**src/rtl/shift_deser_pkg.sv**
```systemverilog
// rtl/shift_deser_pkg.sv - shared types and constants for the serial-in parallel-out receiver
package shift_deser_pkg;

    localparam int DESER_WIDTH_DEF = 4;

    typedef enum logic {SH_IDLE, SH_BUSY} sh_state_e;
    typedef enum logic {OUT_EMPTY, OUT_FULL} out_state_e;

    localparam logic DIR_MSB_FIRST = 1'b1;
    localparam logic DIR_LSB_FIRST = 1'b0;

endpackage

```
**src/rtl/deser_shift_core.sv**
```systemverilog
// rtl/deser_shift_core.sv - shift register, bit counter and direction latch of the receiver
module deser_shift_core
    import shift_deser_pkg::*;
#(
    parameter int WIDTH = DESER_WIDTH_DEF,
    parameter int CNT_W = $clog2(WIDTH) + 1
) (
    input  logic             clk,
    input  logic             rst,
    input  logic             sin,
    input  logic             sin_valid,
    input  logic             msb_first,
    input  logic             sync_clr,
    output logic             word_done,
    output logic [WIDTH-1:0] word,
    output logic [CNT_W-1:0] bit_cnt
);

    sh_state_e        state_q;
    logic [WIDTH-1:0] sh_q;
    logic [WIDTH-1:0] sh_d;
    logic [CNT_W-1:0] cnt_q;
    logic             dir_q;
    logic             dir_d;

    // Direction is taken live on the first bit of a word, then held for the rest of it.
    always_comb begin
        dir_d     = (state_q == SH_IDLE) ? msb_first : dir_q;
        sh_d      = (dir_d == DIR_MSB_FIRST) ? {sh_q[WIDTH-2:0], sin}
                                             : {sin, sh_q[WIDTH-1:1]};
        word_done = sin_valid && !sync_clr && (state_q == SH_BUSY) &&
                    (cnt_q == CNT_W'(WIDTH - 1));
    end

    assign word    = sh_d;
    assign bit_cnt = cnt_q;

    always_ff @(posedge clk or negedge rst) begin
        if (!rst) begin
            state_q <= SH_IDLE;
            sh_q    <= '0;
            cnt_q   <= '0;
            dir_q   <= DIR_MSB_FIRST;
        end else if (sync_clr) begin
            state_q <= SH_IDLE;
            sh_q    <= '0;
            cnt_q   <= '0;
        end else if (sin_valid) begin
            sh_q  <= sh_d;
            dir_q <= dir_d;
            if (word_done) begin
                state_q <= SH_IDLE;
                cnt_q   <= '0;
            end else begin
                state_q <= SH_BUSY;
                cnt_q   <= cnt_q + CNT_W'(1);
            end
        end
    end

endmodule

```
**src/rtl/shift_deser.sv**
```systemverilog
// rtl/shift_deser.sv - serial-in parallel-out receiver with one-deep output holding register
module shift_deser
    import shift_deser_pkg::*;
#(
    parameter int WIDTH = DESER_WIDTH_DEF,
    parameter int CNT_W = $clog2(WIDTH) + 1
) (
    input  logic             clk,
    input  logic             rst,
    input  logic             sin,
    input  logic             sin_valid,
    input  logic             msb_first,
    input  logic             sync_clr,
    output logic [WIDTH-1:0] dout,
    output logic             dout_valid,
    input  logic             dout_ready,
    output logic             ovr,
    input  logic             ovr_clr,
    output logic [CNT_W-1:0] bit_cnt
);

    logic             word_done;
    logic [WIDTH-1:0] word;
    out_state_e       out_state_q;
    logic [WIDTH-1:0] dout_q;
    logic             ovr_q;
    logic             consume;

    deser_shift_core #(
        .WIDTH(WIDTH),
        .CNT_W(CNT_W)
    ) u_core (
        .clk       (clk),
        .rst       (rst),
        .sin       (sin),
        .sin_valid (sin_valid),
        .msb_first (msb_first),
        .sync_clr  (sync_clr),
        .word_done (word_done),
        .word      (word),
        .bit_cnt   (bit_cnt)
    );

    assign consume = (out_state_q == OUT_FULL) && dout_ready;

    // A held word drained on the same edge frees the slot, so the new word never overruns.
    always_ff @(posedge clk or negedge rst) begin
        if (!rst) begin
            out_state_q <= OUT_EMPTY;
            dout_q      <= '0;
            ovr_q       <= 1'b0;
        end else begin
            if (word_done && (out_state_q == OUT_FULL) && !consume) begin
                ovr_q <= 1'b1;
            end else if (ovr_clr) begin
                ovr_q <= 1'b0;
            end
            if (word_done && ((out_state_q == OUT_EMPTY) || consume)) begin
                dout_q      <= word;
                out_state_q <= OUT_FULL;
            end else if (consume) begin
                out_state_q <= OUT_EMPTY;
            end
        end
    end

    assign dout       = dout_q;
    assign dout_valid = (out_state_q == OUT_FULL);
    assign ovr        = ovr_q;

endmodule

```
**config.mk**
```make
export PLATFORM = sky130hd
export DESIGN_NAME = shift_deser
export DESIGN_NICKNAME = d
export VERILOG_FILES = /design/src/rtl/shift_deser_pkg.sv /design/src/rtl/deser_shift_core.sv /design/src/rtl/shift_deser.sv
export SDC_FILE = /design/constraint.sdc
export NUM_CORES = 1
export LEC_CHECK = 0
export ABC_AREA = 1
export ABC_CLOCK_PERIOD_IN_PS = 3300
export CAP_MARGIN = 25
export CORE_MARGIN = 2
export CORE_UTILIZATION = 50
export CTS_CLUSTER_SIZE = 20
export DETAILED_ROUTE_END_ITERATION = 12
export PLACE_DENSITY = 0.85
export SYNTH_ARGS = -nofsm -noshare
export SYNTH_HDL_FRONTEND = slang
export SYNTH_SLANG_ARGS = --single-unit
```
**constraint.sdc**
```tcl
create_clock -name clk -period 3.3 [get_ports clk]
set_clock_uncertainty 0.15 [all_clocks]
set_input_delay 0.495 -clock clk [delete_from_list [all_inputs] [get_ports clk]]
set_output_delay 0.495 -clock clk [all_outputs]
set_load 0.05 [all_outputs]
```
Yosys cells after proc, flatten, opt, wreduce, memory -nomap -nowiden:

Index checks and enable logic that the tools add are counted.

* register bits: 15
* bits of input ports: 8
* output and inout port bits: 9
* logic and storage cells: 39

* add/sub/neg operators: 1
* equal/unequal tests: 1
* multiplexer cells: 14
* bitwise operators: 2
* reduce and logical (&&, ||, !) cells: 14

Operator list (number)
* 4-bit two-way mux: 3
* 3-bit two-way mux: 3
* 1-bit two-way mux: 8
* 1-bit logical AND: 7
* 2-bit nonzero test: 3
* 3-bit by 1-bit adder with 3-bit output, second input constant: 1
* 3-bit by 2-bit equality test with 1-bit output, second input constant: 1
* 1-bit logical NOT: 2
* 1-bit inverter: 2
* 2-bit AND reduction: 1
* 1-bit logical OR: 1

Longest topological paths before layout:

* word-level depth: 7
* depth in mapped cells: 7
* gate-level depth less buffers: 7

Hierarchy:

From an unflattened synthesis, not the netlist that was laid out.

* cell total of the unflattened synthesis: 88
* area total of the unflattened synthesis: 742.0 um^2

By module, submodules not included
* deser_shift_core: instances 1, cells an instance 63, area an instance 508.0 um^2
* shift_deser: instances 1, cells an instance 25, area an instance 234.0 um^2

Worst setup path before layout:

No wires, ideal clock.

* kind: register -> register
* start point: register u_core.cnt_q[0] (netlist: u_core.bit_cnt[0])
* end point: register dout_q[0] (netlist: dout[0])
* library setup time: 0.118 ns
* arrival time: 1.328 ns
* required time: 3.032 ns
* setup slack: 1.705 ns
* stages on the path, launching flop included: 7
* period minus slack after synthesis: 1.595 ns
* cell sequence: dfrtp_1 > ha_1 > nand3_2 > nor2_2 > nand2_2 > nand2_1 > nand2_1

* cells in the longest elaborated chain, start to end: 3

RTL lines
* from (decl): line deser_shift_core.sv:22 `logic [CNT_W-1:0] cnt_q;`
* from (signal assigned): line deser_shift_core.sv:56 `cnt_q <= cnt_q + CNT_W'(1);`
* 3-bit by 2-bit equality test with 1-bit output: line deser_shift_core.sv:32 `(cnt_q == CNT_W'(WIDTH - 1));`
* 1-bit logical AND: line deser_shift_core.sv:31 `word_done = sin_valid && !sync_clr && (state_q == SH_BUSY) &&`
* 1-bit logical AND: line shift_deser.sv:58 `if (word_done && ((out_state_q == OUT_EMPTY) || consume)) begin`
* to (signal assigned): line shift_deser.sv:59 `dout_q <= word;`
* to (decl): line shift_deser.sv:25 `logic [WIDTH-1:0] dout_q;`

Every way passes these cells.
A chain may end at the register's enable or synchronous reset.

Worst setup path after layout:

* start point: register u_core.cnt_q[0] (netlist: u_core.bit_cnt[0])
* end point: output port bit_cnt[0]

RTL lines
* to (decl): line shift_deser.sv:19 `output logic [CNT_W-1:0] bit_cnt`

No word-level cell between the ends.

==> metrics.md <==
| Metric | Value |
|---|---|
| Path depth of the worst reg2reg path | `6` |
| Routed wire length | `1.26 mm` |
| Layout cells sized above 1 | `15.5%` |
| Final RePlAce weighted congestion | `0.853` |
| PwrDens | `402 nW/um^2` |
| Clock sinks | `15` |
| Remaining DRCs | `0` |
| Slowest CP cell | `clkdlybuf4s50_1` |
| Largest net degree at the start of global routing | `16` |
| Number of antenna diodes | `0` |
| Tcrit/Tclk final | `65.3%` |
| MaxCap Viol Count | `0` |
| Worst R2R Setup Slack | `1.96 ns` |
| Remaining antenna violation count after routing | `0` |
| Final Hold Fails | `0` |
| Rows | `13` |
| Distinct cells, synth | `19` |
| RSZ-0062 raised after global routing | `no` |
| Worst path depth | `1` |
| Vias after detailed routing | `575` |
| YS warnings | `0` |
| Design area | `911 um^2` |
| DR vias/cell | `4.87` |
| Clock-pin slew on the worst setup and hold paths | `0.09 ns` |
| Power Total | `366 uW` |
| Worst Hold Class | `flop to flop` |
| Register area share after synthesis | `53.5%` |
| Cts-stage hold buffer count | `0` |
| Leakage | `0.465 nW` |
| Placed inst area | `883 um^2` |
| GRT Total Usage | `16.9%` |
| Synth area leaders | `dfrtp_1, nand2_1, dfstp_2` |
| Filler cells | `105` |
| Post-Place Setup Slack | `1.47 ns` |
| Worst-path cell chain | `clkdlybuf4s50_1` |
| Initial DRT Pass Iterations | `4` |
| Worst Setup SP | `u_core.bit_cnt[0]` |
| Slew @ Worst Pin | `0.651 ns` |
| Post-route setup TNS | `0 ns` |
| Ports | `17` |
| Initial Util | `54.1%` |
| Clock Path Buffers | `2` |
| Root Driver | `clkbuf_4` |
| Die area | `1730 um^2` |
| Slew Limit Fails | `0` |
| CP Buf/Inv Count | `1` |
| Status | `finished, final reports clean` |
| Syn-to-layout area delta | `29.3%` |
| Max frequency | `464 MHz` |
| Fin crit period | `2.16 ns` |
| Die width | `41.5 um` |
| Chip Height | `41.5 um` |
| CP required | `2.65 ns` |
| Worst skew pair latency | `0.29 ns` |
| RR Startpoint | `u_core.bit_cnt[0]` |
| RR Endpoint | `dout[1]` |
| Largest delay contributor family on the critical path | `buffers and inverters` |
| Cts repair resizes | `0` |
| Area leader, netlist | `dfrtp_1` |
| Nets | `113` |
| CP Class | `flop to output port` |
| H-Tree Depth | `1` |
| CTS tree | `yes` |
| Cts bufs inserted | `3` |
| Mapped Cells | `83` |
| Critical-path maximum fanout | `4` |
| First DRT Iteration DRCs | `16` |
| Vias in the first global route | `531` |
| CORE AREA | `1300 um^2` |
| Top-area cell type share of the netlist area | `49.7%` |
| Flops & latches, synth | `15` |
| Endpoint type of the worst setup path | `output port` |
| Min Hold Slack | `0.339 ns` |
| Worst setup SP type | `flop` |
| Syn avg cell area | `8.49 um^2` |
| IO buf count | `16` |
| Worst stage delay on the critical path | `0.82 ns` |
| Syn Std Cell Area | `704 um^2` |
| First-pass GRT wire length | `2.26 mm` |
| Syn_nets | `92` |
| Max VDD drop | `0.357 mV` |
| End point of the critical path | `bit_cnt[0]` |
| Final WS setup | `1.14 ns` |
| Overflow left after global routing | `0` |
| Setup Fix Bufs, Post-CTS | `0` |
| Worst slew margin | `56.5%` |
| DPL Wire Length | `920 um` |
| Initial antenna violation count | `0` |
| Final setup viols | `0` |
| Routed WL per cell | `10.7 um` |
| Worst Path Arrival | `1.51 ns` |
==> cells in the mapped netlist <==
cell type / number
nand2_1: 37
dfrtp_1: 14
inv_1: 7
nand3_1: 4
nand2_2: 3
inv_2: 2
nand2_4: 2
nor2_2: 2
o21ai_0: 2
a22o_1: 1
a31oi_1: 1
dfstp_2: 1
ha_1: 1
nand3_2: 1
nor2_1: 1
nor3_2: 1
o21ai_1: 1
o22ai_1: 1
xnor2_1: 1
==> kinds of logic after synthesis <==
| kind of cell | after synthesis | synth area share, % |
|---|---|---|
| DFF | 15 | 53.5 |
| buffers and inverters | 9 | 4.80 |
| adders and majority gates | 1 | 1.78 |
| AOI/OAI and AO/OA | 6 | 5.15 |
| and+or+nand+nor | 51 | 33.6 |
| xor gates and xnor gates | 1 | 1.24 |
==> per-layer routing <==
| metal | track usage (%) | up-vias | wire, um |
|---|---|---|---|
| met1 | 22.4 | 254 | 558 |
| li1 | - | 301 | - |
| met3 | 4.35 | 2 | 64 |
| met5 | 0 | - | 0 |
| met2 | 26.9 | 18 | 620 |
| met4 | 5.81 | 0 | 19 |
==> metrics by stage <==
stage	util, %	cells
after floorplan	-	83
after global placement	67.9	114
after detailed placement	67.9	114
after CTS	70.0	118
after global routing	70.0	118
final	70.0	118
==> power by group <==
part | switching [mW] | internal, mW
Sequential | 0.00617 | 0.193
Clock | 0.0594 | 0.0451
Combinational | 0.0389 | 0.0234
==> worst min-delay path by stage <==
stage | start | endpoint | slack [ns] | cells after the start
finish | dout[1] | dout[1] | 0.34 | 2
floorplan | rst | dout[0] | 0.05 | 0
global placement | dout[3] | dout[3] | 0.31 | 2
detailed placement | dout[2] | dout[2] | 0.32 | 2
global route | dout[0] | dout[0] | 0.37 | 2
CTS | dout[1] | dout[1] | 0.34 | 2
==> final cells by class <==
class,count,area (um^2),share of cell area [%]
tap,15,18.8,2.06
multi-input combinational,59,294,32.3
clock inverter,1,5.00,0.549
inverter,9,33.8,3.71
timing repair buffer,16,160,17.6
clock buffer,3,22.5,2.47
sequential,15,377,41.3
==> placed cells by master, fill, tap and decap left out, drive strengths merged <==
| cell | netlist | layout |
|---|---|---|
| a22o | 1 | 1 |
| a31oi | 1 | 1 |
| clkbuf | 0 | 3 |
| clkdlybuf4s50 | 0 | 16 |
| clkinv | 0 | 1 |
| dfrtp | 14 | 14 |
| dfstp | 1 | 1 |
| ha | 1 | 1 |
| inv | 9 | 9 |
| nand2 | 42 | 42 |
| nand3 | 5 | 5 |
| nor2 | 3 | 3 |
| nor3 | 1 | 1 |
| o21ai | 3 | 3 |
| o22ai | 1 | 1 |
| xnor2 | 1 | 1 |
==> registers in the layout, indices dropped and copies added, names as in the netlist <==
signal / flops
u_core.dir_q: 1
u_core.bit_cnt: 3
u_core.state_q: 1
dout_valid: 1
ovr: 1
dout: 4
u_core.sh_q: 4
Note: power is estimated with default switching activity, not from simulation.
